[config.mk]
export PLATFORM = sky130hd
export DESIGN_NAME = hex_display_bank
export DESIGN_NICKNAME = d
export VERILOG_FILES = /design/src/rtl/hex_display_bank.sv
export SDC_FILE = /design/constraint.sdc
export NUM_CORES = 1
export LEC_CHECK = 0
export ABC_AREA = 1
export BUFFER_PORTS_ARGS = -buffer_cell sky130_fd_sc_hd__clkbuf_2
export CORE_MARGIN = 1.5
export CORE_UTILIZATION = 23
export CTS_CLUSTER_DIAMETER = 150
export CTS_CLUSTER_SIZE = 30
export DETAILED_ROUTE_END_ITERATION = 7
export GPL_ROUTABILITY_DRIVEN = 0
export HOLD_SLACK_MARGIN = 0.03
export SYNTH_ARGS = -nofsm -noshare
export SYNTH_HDL_FRONTEND = slang
export SYNTH_SLANG_ARGS = --single-unit
[constraint.sdc]
create_clock -name i_clk -period 2.7 [get_ports i_clk]
set_input_delay 0.54 -clock i_clk [delete_from_list [all_inputs] [get_ports i_clk]]
set_output_delay 0.54 -clock i_clk [all_outputs]
set_load 0.05 [all_outputs]
[src/rtl/hex_display_bank.sv]
// Value register, nibble decode, blink timer and leading-zero blanking
// driving a bank of active-low 7-segment digits.
module hex_display_bank #(
    parameter int NUM_DIGITS = 6,
    parameter int BLINK_DIV  = 25_000_000
) (
    input  logic                    i_clk,
    input  logic                    i_reset,
    input  logic                    i_load,
    input  logic [4*NUM_DIGITS-1:0] i_din,
    input  logic                    i_inc,
    input  logic [NUM_DIGITS-1:0]   i_blink_mask,
    input  logic                    i_lzb_en,
    output logic [4*NUM_DIGITS-1:0] o_value_q,
    output logic [7*NUM_DIGITS-1:0] o_hex
);

    localparam int VW = 4 * NUM_DIGITS;
    localparam int HW = 7 * NUM_DIGITS;
    localparam int CW = (BLINK_DIV > 2) ? $clog2(BLINK_DIV) : 1;
    localparam logic [CW-1:0] CNT_LAST = CW'(BLINK_DIV - 1);

    logic [VW-1:0]         r_value;
    logic [CW-1:0]         r_cnt;
    logic                  r_phase;
    logic [HW-1:0]         r_hex;
    logic [NUM_DIGITS-1:0] w_allz;
    logic [NUM_DIGITS-1:0] w_blank;
    logic [HW-1:0]         w_hex;

    function automatic logic [6:0] seg(input logic [3:0] n);
        logic [6:0] s;
        case (n)
            4'h0:    s = 7'h40;
            4'h1:    s = 7'h79;
            4'h2:    s = 7'h24;
            4'h3:    s = 7'h30;
            4'h4:    s = 7'h19;
            4'h5:    s = 7'h12;
            4'h6:    s = 7'h02;
            4'h7:    s = 7'h78;
            4'h8:    s = 7'h00;
            4'h9:    s = 7'h10;
            4'hA:    s = 7'h08;
            4'hB:    s = 7'h03;
            4'hC:    s = 7'h46;
            4'hD:    s = 7'h21;
            4'hE:    s = 7'h06;
            default: s = 7'h0E;
        endcase
        return s;
    endfunction

    // w_allz[i]: every nibble from digit i up to the top digit is zero
    always_comb begin
        w_allz  = '0;
        w_blank = '0;
        w_hex   = '1;
        for (int i = 0; i < NUM_DIGITS; i++) begin
            w_allz[i]  = ((r_value >> (4 * i)) == VW'(0));
            w_blank[i] = (i_blink_mask[i] && r_phase)
                       || (i_lzb_en && (i > 0) && w_allz[i]);
            w_hex[7*i +: 7] = w_blank[i] ? 7'h7F : seg(r_value[4*i +: 4]);
        end
    end

    always_ff @(posedge i_clk) begin
        if (i_reset) begin
            r_value <= '0;
            r_cnt   <= '0;
            r_phase <= 1'b0;
            r_hex   <= '1;
        end else begin
            if (i_load) begin
                r_value <= i_din;
            end else if (i_inc) begin
                r_value <= r_value + VW'(1);
            end
            if (r_cnt == CNT_LAST) begin
                r_cnt   <= '0;
                r_phase <= ~r_phase;
            end else begin
                r_cnt <= r_cnt + CW'(1);
            end
            r_hex <= w_hex;
        end
    end

    assign o_value_q = r_value;
    assign o_hex     = r_hex;

endmodule
==> metrics.md, run 1 <==
| Metric | Value |
|---|---|
| Slack of the worst reg-to-reg path | `roughly 0.72 ns` |
| Outcome | `finished clean` |
| Detailed-route via count | `about 5000` |
| Per-instance average area after synthesis | `roughly 7.3 sq um` |
| Drt wl/cell | `~13 microns` |
| Layout-stage area growth over the synthesis result | `19.8%` |
| Fmax | `504 MHz` |
| Highest cell delay on the worst timing path | `~0.54 ns` |
| Number of levels in the clock H-tree | `3` |
| Signal arrival time at the worst endpoint | `between 2 and 2.5 ns` |
| Post-layout util | `0.283` |
| Starting density of the core | `0.236` |
| Number of sinks on the clock net | `92` |
| Slowest cell on crit path | `dfxtp_1` |
| Portion of synthesized cell area occupied by the leading cell type | `0.342` |
| Clock transition at the registers of the reported paths | `about 0.070 ns` |
| First-pass GRT wire length | `between 20000 and 25000 microns` |
| CP Cell Sequence | `inv_1 -> ha_1 -> nand4_1 -> nor2_4 -> a211oi_2 -> o211ai_1` |
| Post-route setup TNS | `0 ns` |
| Clock tree from TritonCTS | `yes` |
| Crit path launch type | `flip-flop` |
| Post-CTS setup repair buffer count | `0` |
| Path type of the worst min-delay path | `reg -> reg` |
| Layout Skew | `~0.014 ns` |
| Initial DRT Pass Iterations | `4` |
| Post-DP HPWL | `between 10000 and 15000 microns` |
| Slew of the pin with the lowest slew margin | `just under 0.6 ns` |
| Number of I/O pins | `about 100` |
| Clock latency on the worst-skew pair | `about 0.35 ns` |
| Main flop type after synthesis | `dfxtp_1` |
| Largest fanout on the critical path | `9` |
| Path type of the worst setup path | `reg -> reg` |
| Area of the core | `22800 sq um` |
| Share of flip-flops with an asynchronous set or reset after synthesis | `0` |
| GRT Overall Usage | `0.129` |
| Number of antenna violations at the first check in global routing | `0` |
| Max Root-Sink Buffers | `2` |
| Diodes inserted | `0` |
| # hold bufs at CTS | `0` |
| Sequential area share after synthesis | `0.342` |
| Count of nets left with antenna violations after detail routing | `0` |
| MaxCap Viol Count | `0` |
| Global route overflow | `0` |
| Final critical path time including I/O delays and setup | `a little under 2 ns` |
| Number of port buffers | `100` |
| Critical Path Source | `o_value_q[21]$_SDFFE_PP0P_` |
| Count of cell types in the netlist | `just over 40` |
| Final number of max-transition violations | `0` |
| Count of endpoints failing hold in the final timing report | `0` |
| Cell area after synthesis | `around 5400 sq um` |
| NumNets Final | `902` |
| Clock buffers created by TritonCTS | `9` |
| Capture instance of the worst register-to-register path | `o_hex[30]$_SDFF_PP1_` |
| Aggregate routed wire length | `roughly 15000 microns` |
| Destination of the critical timing path | `o_hex[30]$_SDFF_PP1_` |
| Critical path endpoint category | `flip-flop` |
| Cell type with the highest aggregate area in the netlist | `dfxtp_1` |
| Relative slew slack | `0.615` |
| Largest net degree at the start of global routing | `24` |
| Vias in the first global route | `roughly 4800` |
| Final setup vio count | `0` |
| List of most frequent post-synthesis cells | `164 x nand2_1, 92 x dfxtp_1, 77 x nor2_1` |
| Ys Warns | `0` |
| Ratio of cells with drive above 1 in the final layout | `0.229` |
| Number of instances resized during post-cts repair | `0` |
| #FFs+latches synth | `92` |
| Required time of the critical path | `between 2 and 3 ns` |
| Power density over the cells | `about 540 nW/um^2` |
| Synthesized netlist cell count | `approximately 740` |
| Horizontal die dimension | `about 160 microns` |
| Unrepaired setup endpoints after global routing | `false` |
| FP Rows | `55` |
| Worst flop-to-flop path startpoint | `o_value_q[21]$_SDFFE_PP0P_` |
| Avg Vias per Cell | `about 4.4` |
| Vertical die dimension | `~160 microns` |
| Number of enable-type register cells in the synthesized netlist | `0` |
| Count of unresolved DRC violations after routing | `0` |
| Iteration-0 DRC count of the detailed router | `259` |
| Synthesized Nets | `between 800 and 900` |
| Reported leakage power | `2.58 nW` |
| Ranking of synthesized cells by area | `dfxtp_1 34%, nand2_1 11%, ha_1 7.7%` |
| Clock root buffer master | `clkbuf_16` |
| Share of the cycle needed by the critical path after routing | `0.734` |
| Reg2reg path depth | `6` |
| Most repeated cell in the gate-level netlist after synthesis | `nand2_1` |
| Maximum vdd drop | `roughly 250 uV` |
| Die area | `between 20000 and 25000 sq um` |
==> area by class of cell <==
| cell class | instances | area (sq um) |
|---|---|---|
| fill | 2590 | 16400 |
| multi-input combinational | 554 | 3140 |
| sequential | 92 | 1840 |
| timing repair buffer | 107 | 553 |
| tap | 313 | 392 |
| inverter | 70 | 263 |
| clock buffer | 11 | 233 |
| clock inverter | 5 | 37.5 |
==> how the worst min path moves through the flow <==
stage | from | to | slack [ns] | cells after the start
floorplan | r_cnt[24]$_SDFF_PP0_ | r_cnt[24]$_SDFF_PP0_ | 0.44 | 2
global placement | r_cnt[24]$_SDFF_PP0_ | r_cnt[24]$_SDFF_PP0_ | 0.45 | 2
detailed placement | r_cnt[24]$_SDFF_PP0_ | r_cnt[24]$_SDFF_PP0_ | 0.46 | 2
CTS | i_din[2] | o_value_q[2]$_SDFFE_PP0P_ | 0.46 | 3
global route | i_din[2] | o_value_q[2]$_SDFFE_PP0P_ | 0.48 | 3
finish | r_cnt[24]$_SDFF_PP0_ | r_cnt[24]$_SDFF_PP0_ | 0.47 | 2
==> critical path: cells and delay by family (launching register included) <==
kind            cells  cell delay, ns
compound gates      2            0.58
fa+ha+maj           1            0.25
flops               1            0.54
simple gates        2            0.30
buf+inv             1            0.17
==> per-layer routing <==
layer	vias up	track usage	share of wire
li1	2659	-	-
met1	2318	0.177	0.48
met2	123	0.204	0.45
met3	12	0.0278	0.055
met4	0	0.0367	0.011
met5	-	0	0
==> cell usage in the layout, fill, tap and decap left out, types with 11 or more instances in the layout <==
cell	count
dfxtp_1	92
nand4_1	11
a31oi_1	14
nor2_2	12
ha_1	33
inv_2	12
inv_1	55
nand2_1	164
nand2_2	12
clkbuf_2	100
nand3_1	55
nor2_1	77
a21oi_1	36
o211ai_1	12
o21ai_0	32
a22oi_1	14
==> sequential cells by signal, summed over array words and instances, names as in the netlist <==
name / flops
o_hex: 42
o_value_q: 24
r_cnt: 25
r_phase: 1
==> stage by stage <==
step | hold slack [ns] | cell area [sq um] | worst slack, ns | std cells | power (W)
floorplan | 0.437 | 5390 | 0.694 | 741 | 0.00213
global placement | 0.447 | 6180 | 0.730 | 1136 | 0.00234
detailed placement | 0.465 | 6180 | 0.700 | 1136 | 0.00234
CTS | 0.458 | 6450 | 0.701 | 1152 | 0.00353
global route | 0.482 | 6450 | 0.522 | 1152 | 0.00364
finish | 0.474 | 6450 | 0.717 | 1152 | 0.00348
==> kinds of logic after synthesis <==
group                    share of synthesized area
AND/OR/NAND/NOR                              0.327
flip-flops                                   0.342
XOR/XNOR                                    0.0227
buffers and inverters                       0.0766
AO/OA/AOI/OAI                                0.156
adder cells (fa/ha/maj)                     0.0766
==> power by group <==
group / switching [W] / leakage [nW] / internal (W)
Clock: 0.000549 / 0.126 / 0.000628
Sequential: 0.0000908 / 0.761 / 0.00145
Combinational: 0.000574 / 1.69 / 0.000192
Note: power is estimated with default switching activity, not from simulation.
==> run 2, diff against run 1 <==
==> constraint.sdc (replaced) <==
create_clock -name i_clk -period 2 [get_ports i_clk]
set_input_delay 0.4 -clock i_clk [delete_from_list [all_inputs] [get_ports i_clk]]
set_output_delay 0.4 -clock i_clk [all_outputs]
set_load 0.05 [all_outputs]
==> run 2 against run 1 <==
  * Count of clock-buffer cells in the layout down 1
  * Routed wire length grew 3.4%
  * Cell area increased by 2.1%
==> metrics.md, run 2 (synthesis results as in run 1) <==
| Metric | Value |
|---|---|
| Outcome | `finished clean` |
| Maximum vdd drop | `between 300 and 400 uV` |
| Diodes inserted | `0` |
| Horizontal die dimension | `approximately 160 microns` |
| Global route overflow | `0` |
| Ratio of cells with drive above 1 in the final layout | `0.247` |
| Relative slew slack | `0.653` |
| Die area | `between 20000 and 25000 sq um` |
| Number of port buffers | `100` |
| Starting density of the core | `0.236` |
| MaxCap Viol Count | `0` |
| Post-CTS setup repair buffer count | `0` |
| Largest fanout on the critical path | `8` |
| Post-DP HPWL | `12400 microns` |
| Path type of the worst min-delay path | `in -> reg` |
| Area of the core | `22800 sq um` |
| Path type of the worst setup path | `reg -> out` |
| Largest net degree at the start of global routing | `24` |
| Number of instances resized during post-cts repair | `0` |
| Critical path endpoint category | `output port` |
| Unrepaired setup endpoints after global routing | `false` |
| Clock transition at the registers of the reported paths | `about 0.060 ns` |
| GRT Overall Usage | `0.134` |
| Detailed-route via count | `around 5300` |
| FP Rows | `55` |
| Vias in the first global route | `4903` |
| Aggregate routed wire length | `roughly 16000 microns` |
| Clock latency on the worst-skew pair | `about 0.35 ns` |
| Final number of max-transition violations | `0` |
| CP Cell Sequence | `buf_4 -> clkbuf_2` |
| Number of fill cells | `about 2500` |
| Highest-count cells in the layout ignoring fill and taps | `164 x nand2_1, 100 x clkbuf_2, 91 x dfxtp_1` |
| Final setup vio count | `0` |
| Power density over the cells | `roughly 730 nW/um^2` |
| Count of unresolved DRC violations after routing | `0` |
| Initial DRT Pass Iterations | `5` |
| # hold bufs at CTS | `0` |
| Fmax | `540 MHz` |
| Drt wl/cell | `13.6 microns` |
| Avg Vias per Cell | `between 4 and 5` |
| Clock root buffer master | `clkbuf_16` |
| Highest cell delay on the worst timing path | `0.60 ns` |
| Final worst hold slack | `around 0.31 ns` |
| Crit path launch type | `flip-flop` |
| Cell count after placement | `between 1000 and 1500` |
| Clock tree from TritonCTS | `yes` |
| NumNets Final | `between 900 and 1000` |
| Number of I/O pins | `101` |
| First-pass GRT wire length | `~26000 microns` |
| Vertical die dimension | `roughly 160 microns` |
| Cell Count, Final, Fillers Out | `1168` |
| Share of the cycle needed by the critical path after routing | `0.925` |
| Final critical path time including I/O delays and setup | `roughly 1.9 ns` |
| Count of nets left with antenna violations after detail routing | `0` |
| Slew of the pin with the lowest slew margin | `slightly above 0.5 ns` |
| Iteration-0 DRC count of the detailed router | `between 200 and 300` |
| Number of antenna violations at the first check in global routing | `0` |
| Signal arrival time at the worst endpoint | `roughly 1.5 ns` |
| Number of flip-flops under the largest register name | `between 40 and 50` |
| Post-route setup TNS | `0 ns` |
| Layout Skew | `~0.011 ns` |
| Max Root-Sink Buffers | `2` |
| Count of endpoints failing hold in the final timing report | `0` |
| Slowest cell on crit path | `dfxtp_1` |
| Number of levels in the clock H-tree | `3` |
| Clock buffers created by TritonCTS | `9` |
| Number of sinks on the clock net | `92` |
| Reported leakage power | `2.68 nW` |
| Layout-stage area growth over the synthesis result | `22.3%` |
| Most common cell after layout, fill and taps aside | `nand2_1` |
| Required time of the critical path | `approximately 1.6 ns` |
[run 2: cell count changes in the layout (fill, tap and decap cells not counted), sizes merged]
cell / delta
buf: +16
clkbuf: -1
clkinv: +1
clkinvlp: -2
inv: +2
[run 2: layout make-up]
class,count,area [sq um],share of cell area
clock buffers,10,239,0.0363
clock inverters,6,45.0,0.00684
inverters,70,263,0.0399
multi-input cells,554,3140,0.476
flip-flops and latches,92,1840,0.280
well taps,313,392,0.0594
repair buffers,123,673,0.102
[run 2: where the power goes]
| part | total [W] | internal [W] | switching [W] | leakage (nW) |
|---|---|---|---|---|
| sequential | 0.00205 | 0.00196 | 0.0000933 | 0.761 |
| clock | 0.00166 | 0.000888 | 0.000776 | 0.144 |
| combinational | 0.00110 | 0.000282 | 0.000817 | 1.78 |
[run 2: layer usage]
layer  part of all wire  GRT usage  vias up
met3              0.053     0.0294       15
met5                  0          0        -
li1                   -          -     2685
met2               0.46      0.211      140
met4             0.0095     0.0358        0
met1               0.48      0.184     2419
[run 2: worst paths after layout]
kind / startpoint / endpoint / slack (ns) / depth (start not counted)
worst max-delay path: o_value_q[19]$_SDFFE_PP0P_ / o_value_q[19] / 0.15 / 2
worst min-delay path: i_din[6] / o_value_q[6]$_SDFFE_PP0P_ / 0.31 / 3
worst max register to register: o_value_q[9]$_SDFFE_PP0P_ / o_value_q[20]$_SDFFE_PP0P_ / 0.20 / 8
worst min register to register: r_cnt[24]$_SDFF_PP0_ / r_cnt[24]$_SDFF_PP0_ / 0.48 / 2
[run 2: critical path: cells and delay by family (launching register included)]
| kind | cells | cell delay, ns |
|---|---|---|
| buffers and inverters | 2 | 0.51 |
| DFF | 1 | 0.60 |
[run 2: stage by stage]
| stage | worst slack [ns] | cell area, sq um | power (W) | util |
|---|---|---|---|---|
| final | 0.149 | 6590 | 0.00481 | 0.288 |
| after global routing | 0.0138 | 6590 | 0.00504 | 0.288 |
| after CTS | 0.154 | 6590 | 0.00488 | 0.288 |
| after detailed placement | 0.242 | 6310 | 0.00320 | 0.276 |
| after global placement | 0.283 | 6310 | 0.00320 | 0.276 |
| after floorplan | 0.0405 | 5390 | 0.00288 | - |
